### src/rtl/vending_ctrl.sv
// Vending machine sequencer: coin credit bookkeeping, dispense and change handshakes.
// Latency: every output is registered, one cycle after the event that causes it.
// Backpressure: disp_valid/change_valid hold until the matching ready; coins are rejected while busy.
module vending_ctrl #(
  parameter int unsigned PRICE      = 75,
  parameter int unsigned MAX_CREDIT = 255,
  parameter int unsigned TIMEOUT    = 1024
) (
  input  logic       clk,
  input  logic       rst,
  input  logic       coin_valid,
  input  logic [1:0] coin_type,
  input  logic       select,
  input  logic       cancel,
  output logic       disp_valid,
  input  logic       disp_ready,
  output logic       change_valid,
  output logic [7:0] change_amt,
  input  logic       change_ready,
  output logic [7:0] credit,
  output logic       coin_reject,
  output logic       busy
);

  localparam int CNT_W = $clog2(TIMEOUT);

  typedef enum logic [1:0] {
    IDLE     = 2'd0,
    COLLECT  = 2'd1,
    DISPENSE = 2'd2,
    CHANGE   = 2'd3
  } state_t;

  state_t           state_q, state_d;
  logic [7:0]       credit_q, credit_d;
  logic [7:0]       change_amt_q, change_amt_d;
  logic             coin_reject_q, coin_reject_d;
  logic [CNT_W-1:0] idle_cnt_q, idle_cnt_d;
  logic             disp_valid_q, change_valid_q, busy_q;

  logic [8:0] coin_val;
  logic [8:0] coin_sum;
  logic       any_event;
  logic       timed_out;

  // Decode coin value and evaluate the 9-bit sum so overflow past MAX_CREDIT is visible.
  always_comb begin
    coin_val = 9'd0;
    case (coin_type)
      2'b00: coin_val = 9'd5;
      2'b01: coin_val = 9'd10;
      2'b10: coin_val = 9'd25;
      default: coin_val = 9'd100;
    endcase
    coin_sum  = {1'b0, credit_q} + coin_val;
    any_event = coin_valid | select | cancel;
    timed_out = (state_q == COLLECT) && !any_event &&
                (idle_cnt_q == CNT_W'(TIMEOUT - 1));
  end

  // Next-state, credit and change bookkeeping; cancel beats select beats coin.
  always_comb begin
    state_d       = state_q;
    credit_d      = credit_q;
    change_amt_d  = change_amt_q;
    coin_reject_d = 1'b0;
    idle_cnt_d    = '0;
    case (state_q)
      IDLE, COLLECT: begin
        if (cancel) begin
          // Any coin arriving alongside a cancel goes straight back.
          coin_reject_d = coin_valid;
          if (credit_q != 8'd0) begin
            change_amt_d = credit_q;
            credit_d     = 8'd0;
            state_d      = CHANGE;
          end
        end else if (select && (credit_q >= 8'(PRICE))) begin
          coin_reject_d = coin_valid;
          credit_d      = credit_q - 8'(PRICE);
          state_d       = DISPENSE;
        end else if (coin_valid) begin
          if (coin_sum <= 9'(MAX_CREDIT)) begin
            credit_d = coin_sum[7:0];
            state_d  = COLLECT;
          end else begin
            coin_reject_d = 1'b1;
          end
        end else if (timed_out) begin
          change_amt_d = credit_q;
          credit_d     = 8'd0;
          state_d      = CHANGE;
        end
        // Count only quiet COLLECT cycles; any event or entry from IDLE restarts at zero.
        if ((state_q == COLLECT) && !any_event && !timed_out) begin
          idle_cnt_d = idle_cnt_q + 1'b1;
        end
      end
      DISPENSE: begin
        coin_reject_d = coin_valid;
        if (disp_ready) begin
          if (credit_q != 8'd0) begin
            change_amt_d = credit_q;
            credit_d     = 8'd0;
            state_d      = CHANGE;
          end else begin
            state_d = IDLE;
          end
        end
      end
      default: begin // CHANGE
        coin_reject_d = coin_valid;
        if (change_ready) begin
          change_amt_d = 8'd0;
          state_d      = IDLE;
        end
      end
    endcase
  end

  // State and registered outputs; reset drops any pending dispense or change.
  always_ff @(posedge clk) begin
    if (rst) begin
      state_q        <= IDLE;
      credit_q       <= 8'd0;
      change_amt_q   <= 8'd0;
      coin_reject_q  <= 1'b0;
      idle_cnt_q     <= '0;
      disp_valid_q   <= 1'b0;
      change_valid_q <= 1'b0;
      busy_q         <= 1'b0;
    end else begin
      state_q        <= state_d;
      credit_q       <= credit_d;
      change_amt_q   <= change_amt_d;
      coin_reject_q  <= coin_reject_d;
      idle_cnt_q     <= idle_cnt_d;
      disp_valid_q   <= (state_d == DISPENSE);
      change_valid_q <= (state_d == CHANGE);
      busy_q         <= (state_d == DISPENSE) || (state_d == CHANGE);
    end
  end

  assign disp_valid   = disp_valid_q;
  assign change_valid = change_valid_q;
  assign change_amt   = change_amt_q;
  assign credit       = credit_q;
  assign coin_reject  = coin_reject_q;
  assign busy         = busy_q;

endmodule

### config.mk
export PLATFORM = sky130hd
export DESIGN_NAME = vending_ctrl
export DESIGN_NICKNAME = d
export VERILOG_FILES = /design/src/rtl/vending_ctrl.sv
export SDC_FILE = /design/constraint.sdc
export NUM_CORES = 1
export LEC_CHECK = 0
export ABC_AREA = 1
export BUFFER_PORTS_ARGS = -buffer_cell sky130_fd_sc_hd__buf_2
export CAP_MARGIN = 15
export CORE_MARGIN = 5
export CORE_UTILIZATION = 63
export DETAILED_ROUTE_END_ITERATION = 10
export MAX_ROUTING_LAYER = met4
export PLACE_DENSITY = 0.95
export SLEW_MARGIN = 15
export SYNTH_ARGS = -nofsm -noshare
export SYNTH_HDL_FRONTEND = slang
export SYNTH_SLANG_ARGS = --single-unit
### constraint.sdc
create_clock -name clk -period 3.8 [get_ports clk]
set_input_delay 0.19 -clock clk [delete_from_list [all_inputs] [get_ports clk]]
set_output_delay 0.19 -clock clk [all_outputs]
set_load 0.05 [all_outputs]
* Word-level counts from Yosys, hierarchy flattened
Cells that the tools add are included.
** Operators by class
- Reductions and logical operators :: 16
- Equal/unequal tests :: 13
- Bitwise gates (word level) :: 4
- Add/sub/neg operators :: 3
- Multiplexer cells :: 32
- $lt $le $gt $ge :: 2
** Operators by type and width (number)
- $mux W8 :: 14
- $pmux W8 S2 :: 2
- $pmux W7 S3 :: 1
- $mux W2 :: 9
- $add A10 B1 Y10 const B :: 1
- $eq A10 B10 Y1 const B :: 1
- $ne A5 B5 Y1 const B :: 2
- $add A8 B9 Y9 :: 1
- $le A9 B8 Y1 const B :: 1
- $ne A3 B3 Y1 const B :: 3
- $eq A2 B2 Y1 const B :: 4
- $ge A8 B7 Y1 const B :: 1
- $reduce_bool A8 Y1 :: 1
- $sub A8 B7 Y8 const B :: 1
- $mux W1 :: 5
- $reduce_and A5 Y1 :: 1
- $eq A2 B1 Y1 const B :: 2
- $logic_and A1 B1 Y1 :: 4
- $logic_not A2 Y1 :: 2
- $pmux W2 S2 :: 1
- $reduce_and A4 Y1 :: 1
- $reduce_bool A3 Y1 :: 1
- $reduce_or A3 Y1 :: 1
- $logic_not A1 Y1 :: 2
- other kinds (6) :: 8
** Word-level totals
- Flip-flop bits (word level) :: 32
- Bits of input ports :: 9
- Word-level logic and storage cells :: 78
- Output and inout bits :: 20

* Longest topological paths before layout
- Depth in word-level cells :: 12
- Mapped depth :: 15
- Mapped depth without buffers :: 15

* Least setup slack after synthesis
OpenSTA, ideal clock, no wires.
- Path type :: register -> register
- Start point :: register credit_q[0], in the netlist credit[0]
- End point :: register credit_q[3], in the netlist credit[3]
- Arrival :: 2189 ps
- Period minus slack after synthesis :: 2317 ps
- Slack :: 1483 ps
- Buffers on the path :: 0
- Library setup time :: 128 ps
- Data required time :: 3672 ps
- Stages on the path, launching flop included :: 14
- Cell sequence :: dfxtp_1 -> ha_1 -> inv_1 -> fa_1 -> inv_1 -> nand3_1 -> nand2_1 -> nand2_2 -> nor2_2 -> nor2_2 -> nor2_4 -> nor2_8 -> o21ai_1 -> nor2_1
** Between the ends
- Longest elaborated chain between the ends :: 6
- Elaborated cells on any way between the ends :: 16
** RTL lines
- from (decl) :: line 35 : logic [7:0] credit_q, credit_d;
- from (signal assigned) :: line 134 : credit_q <= credit_d;
- branches (longest 6 deep; another with $add A8 B9 Y9)
Parallel ways; which one is timed is not known. The select of a mux whose other input is x is not followed.
A chain may end at the register's enable or synchronous reset.

* Final worst setup path
- Start point :: register credit_q[0], in the netlist credit[0]
- End point :: register credit_q[7], in the netlist credit[7]
The elaborated chain is that of the path after synthesis.

==> results.json <==
{
  "status": "completed",
  "path_class": "flop to flop",
  "postRouteAntennaNets": 0,
  "cts_htree_levels": 2,
  "startpoint_type": "flop",
  "area_growth_pct": 10.1,
  "setup_viol": 0,
  "min_period_ps": 2260,
  "multi_input_area_um2": 1470,
  "powerDensity_nw_per_um2": 625,
  "finClkSkew_ps": 7.44,
  "p_int_w": 0.000787,
  "maxClockFrequency_ghz": 0.442,
  "slew_viol_final": 0,
  "cts_resized": 0,
  "hold_start": "rst",
  "globalplace.congestion": 1.00,
  "port_buffers": 28,
  "rr_endpoint": "credit[7]$_SDFFE_PP0P_",
  "start_util": 0.648,
  "crit_fanout": 6,
  "vdd_ir_drop_max_mv": 0.536,
  "drive_gt1_frac": 0.199,
  "holdWs_ps": 282,
  "insertion_delay_ps": 280,
  "hold_buffers": 0,
  "clk_path_buf_depth": 2,
  "grt_pass1_vias": 2289,
  "die_w_um": 71.2,
  "clock_sinks": 32,
  "layout.nets": 403,
  "syn_area_um2": 2360,
  "drc": 0,
  "syn_area_per_cell_um2": 6.67,
  "synth.area.top_cells": "dfxtp_1, nand2_1, nand3_1, ha_1, inv_1",
  "diodes": 0,
  "avgViaCountPerCell": 5.75,
  "path_clk_slew_ps": 70,
  "core_um2": 3630,
  "ff2ff_path_depth": 13,
  "wl_mm": 5.84,
  "cts_made_buffers": 5,
  "swShare": 0.515,
  "dr.pass1.iters": 5,
  "seq_area_um2": 641,
  "syn_nets": 375,
  "die-area_um2": 5060,
  "rows": 22,
  "antenna_found_initial": 0,
  "synthDominantCellAreaShare": 0.272,
  "clockPowerShare": 0.162,
  "die_y_um": 71.2,
  "power.share.sequential": 0.300,
  "period_share": 0.596,
  "utilization": 0.714,
  "fillers": 308,
  "synthDistinctLibCells": 33,
  "via_count": 2471,
  "grt_use_total": 0.241,
  "rsz0062_at_grt": "false",
  "cp_data_required_time_ps": 3960,
  "pin_count": 29,
  "grt_overflow": 0,
  "cts_setup_buffers": 0,
  "grt_max_degree": 17,
  "post_drt_wl_per_cell_um": 13.6,
  "cts_tree": "done",
  "grt_pass1_wl_mm": 9.77,
  "cts_root_buffer": "clkbuf_8",
  "slew_headroom": 0.559,
  "rrSetupSlack_ps": 1540,
  "combPwrFrac": 0.538,
  "min_path_cells": 2,
  "ys_seq_area_frac": 0.272,
  "p_leak_nw": 1.25,
  "hold_violations": 0,
  "pre_cts_slack_ps": 1530,
  "crit_arrival_ps": 2420,
  "drt_iter0_drc": 127,
  "hold_path_class": "input port to flop",
  "end_kind": "flop",
  "worst_slack_ps": 1540,
  "synthCells": 353,
  "ys_seq_elements": 32,
  "switching_power_w": 0.000835,
  "ys_warn_count": 0,
  "min_to": "credit[3]$_SDFFE_PP0P_",
  "rr_startpoint": "credit[0]$_SDFFE_PP0P_",
  "finalSetupTns_ps": 0,
  "dp_hpwl_mm": 4.40,
  "drv_cap": 0,
  "yosysTopAreaCell": "dfxtp_1",
  "tightest_slew_ps": 659
}
per-layer routing:
metal,vias to the layer above,wire length (um),GRT usage
met3,23,502,0.0582
li1,1207,-,-
met4,0,204,0.0939
met5,-,0,-
met2,128,2700,0.383
met1,1113,2430,0.293
final cells by class:
type / instances / share of cell area
multi-input combinational: 264 / 0.568
clock buffer: 6 / 0.0318
tap: 48 / 0.0231
inverter: 50 / 0.0723
sequential: 32 / 0.247
clock inverter: 2 / 0.00386
timing repair buffer: 28 / 0.0540
sequential cells by signal (all words and copies together) (netlist names):
register / cells
credit: 8
disp_valid: 1
busy: 1
coin_reject: 1
idle_cnt_q: 10
state_q: 2
change_amt: 8
change_valid: 1
cells in the final DEF, fill, tap and decap left out, drive strengths merged:
| cell type | instances |
|---|---|
| a21oi | 24 |
| a311oi | 1 |
| a31oi | 2 |
| buf | 28 |
| clkbuf | 6 |
| clkinv | 2 |
| dfxtp | 32 |
| fa | 1 |
| ha | 12 |
| inv | 50 |
| nand2 | 88 |
| nand3 | 37 |
| nand3b | 2 |
| nand4 | 8 |
| nor2 | 47 |
| nor3 | 2 |
| o211ai | 6 |
| o21a | 1 |
| o21ai | 21 |
| o21bai | 1 |
| o22ai | 2 |
| xnor2 | 3 |
| xor2 | 6 |
cells in the mapped netlist (all sizes together):
master	instances
xnor2	3
clkbuf	2
buf	5
ha	12
nand3	37
nor2	47
o22ai	2
inv	50
o21ai	21
nand3b	2
xor2	6
a21oi	24
o211ai	6
nand4	8
o21a	1
nor3	2
a311oi	1
dfxtp	32
nand2	88
fa	1
o21bai	1
a31oi	2
metrics by stage:
stage               power [W]  instance area [um^2]  cells
floorplan             0.00117                  2360    353
global placement      0.00132                  2500    422
detailed placement    0.00134                  2500    422
CTS                   0.00161                  2590    430
global route          0.00172                  2590    430
finish                0.00162                  2590    430
power groups by stage:
| stage | Clock [W] | Sequential (W) | Combinational, W |
|---|---|---|---|
| after detailed placement | 0 | 0.000490 | 0.000846 |
| after floorplan | 0 | 0.000645 | 0.000520 |
| after global routing | 0.000281 | 0.000493 | 0.000947 |
| after CTS | 0.000265 | 0.000484 | 0.000859 |
| final | 0.000263 | 0.000486 | 0.000873 |
| after global placement | 0 | 0.000487 | 0.000830 |
cell families after synthesis:
family / Yosys count / synth area share
AO/OA/AOI/OAI: 58 / 0.135
buffers and inverters: 57 / 0.102
AND/OR/NAND/NOR: 184 / 0.384
XOR/XNOR: 9 / 0.0335
flip-flops: 32 / 0.272
adder cells (fa/ha/maj): 13 / 0.0722
critical path: stages, from the launching register on:
cell	delay, ps
dfxtp_1	460
ha_1	250
inv_1	70
fa_1	350
inv_1	110
nand3_1	80
nand2_1	160
nand3_1	100
nand3_1	130
nand3_1	100
nand2_2	150
nand2_1	60
nand2_1	60
a21oi_1	40
worst max path at each step:
| stage | start | endpoint | slack [ps] |
|---|---|---|---|
| finish | credit[0]$_SDFFE_PP0P_ | credit[7]$_SDFFE_PP0P_ | 1540 |
| global route | credit[1]$_SDFFE_PP0P_ | change_amt[0]$_SDFFE_PP0P_ | 1370 |
| CTS | credit[0]$_SDFFE_PP0P_ | credit[2]$_SDFFE_PP0P_ | 1600 |
| detailed placement | coin_type[0] | credit[2]$_SDFFE_PP0P_ | 1530 |
| global placement | coin_type[0] | credit[2]$_SDFFE_PP0P_ | 1650 |
| floorplan | credit[0]$_SDFFE_PP0P_ | credit[3]$_SDFFE_PP0P_ | 1480 |
(Power assumes the default switching activity.)
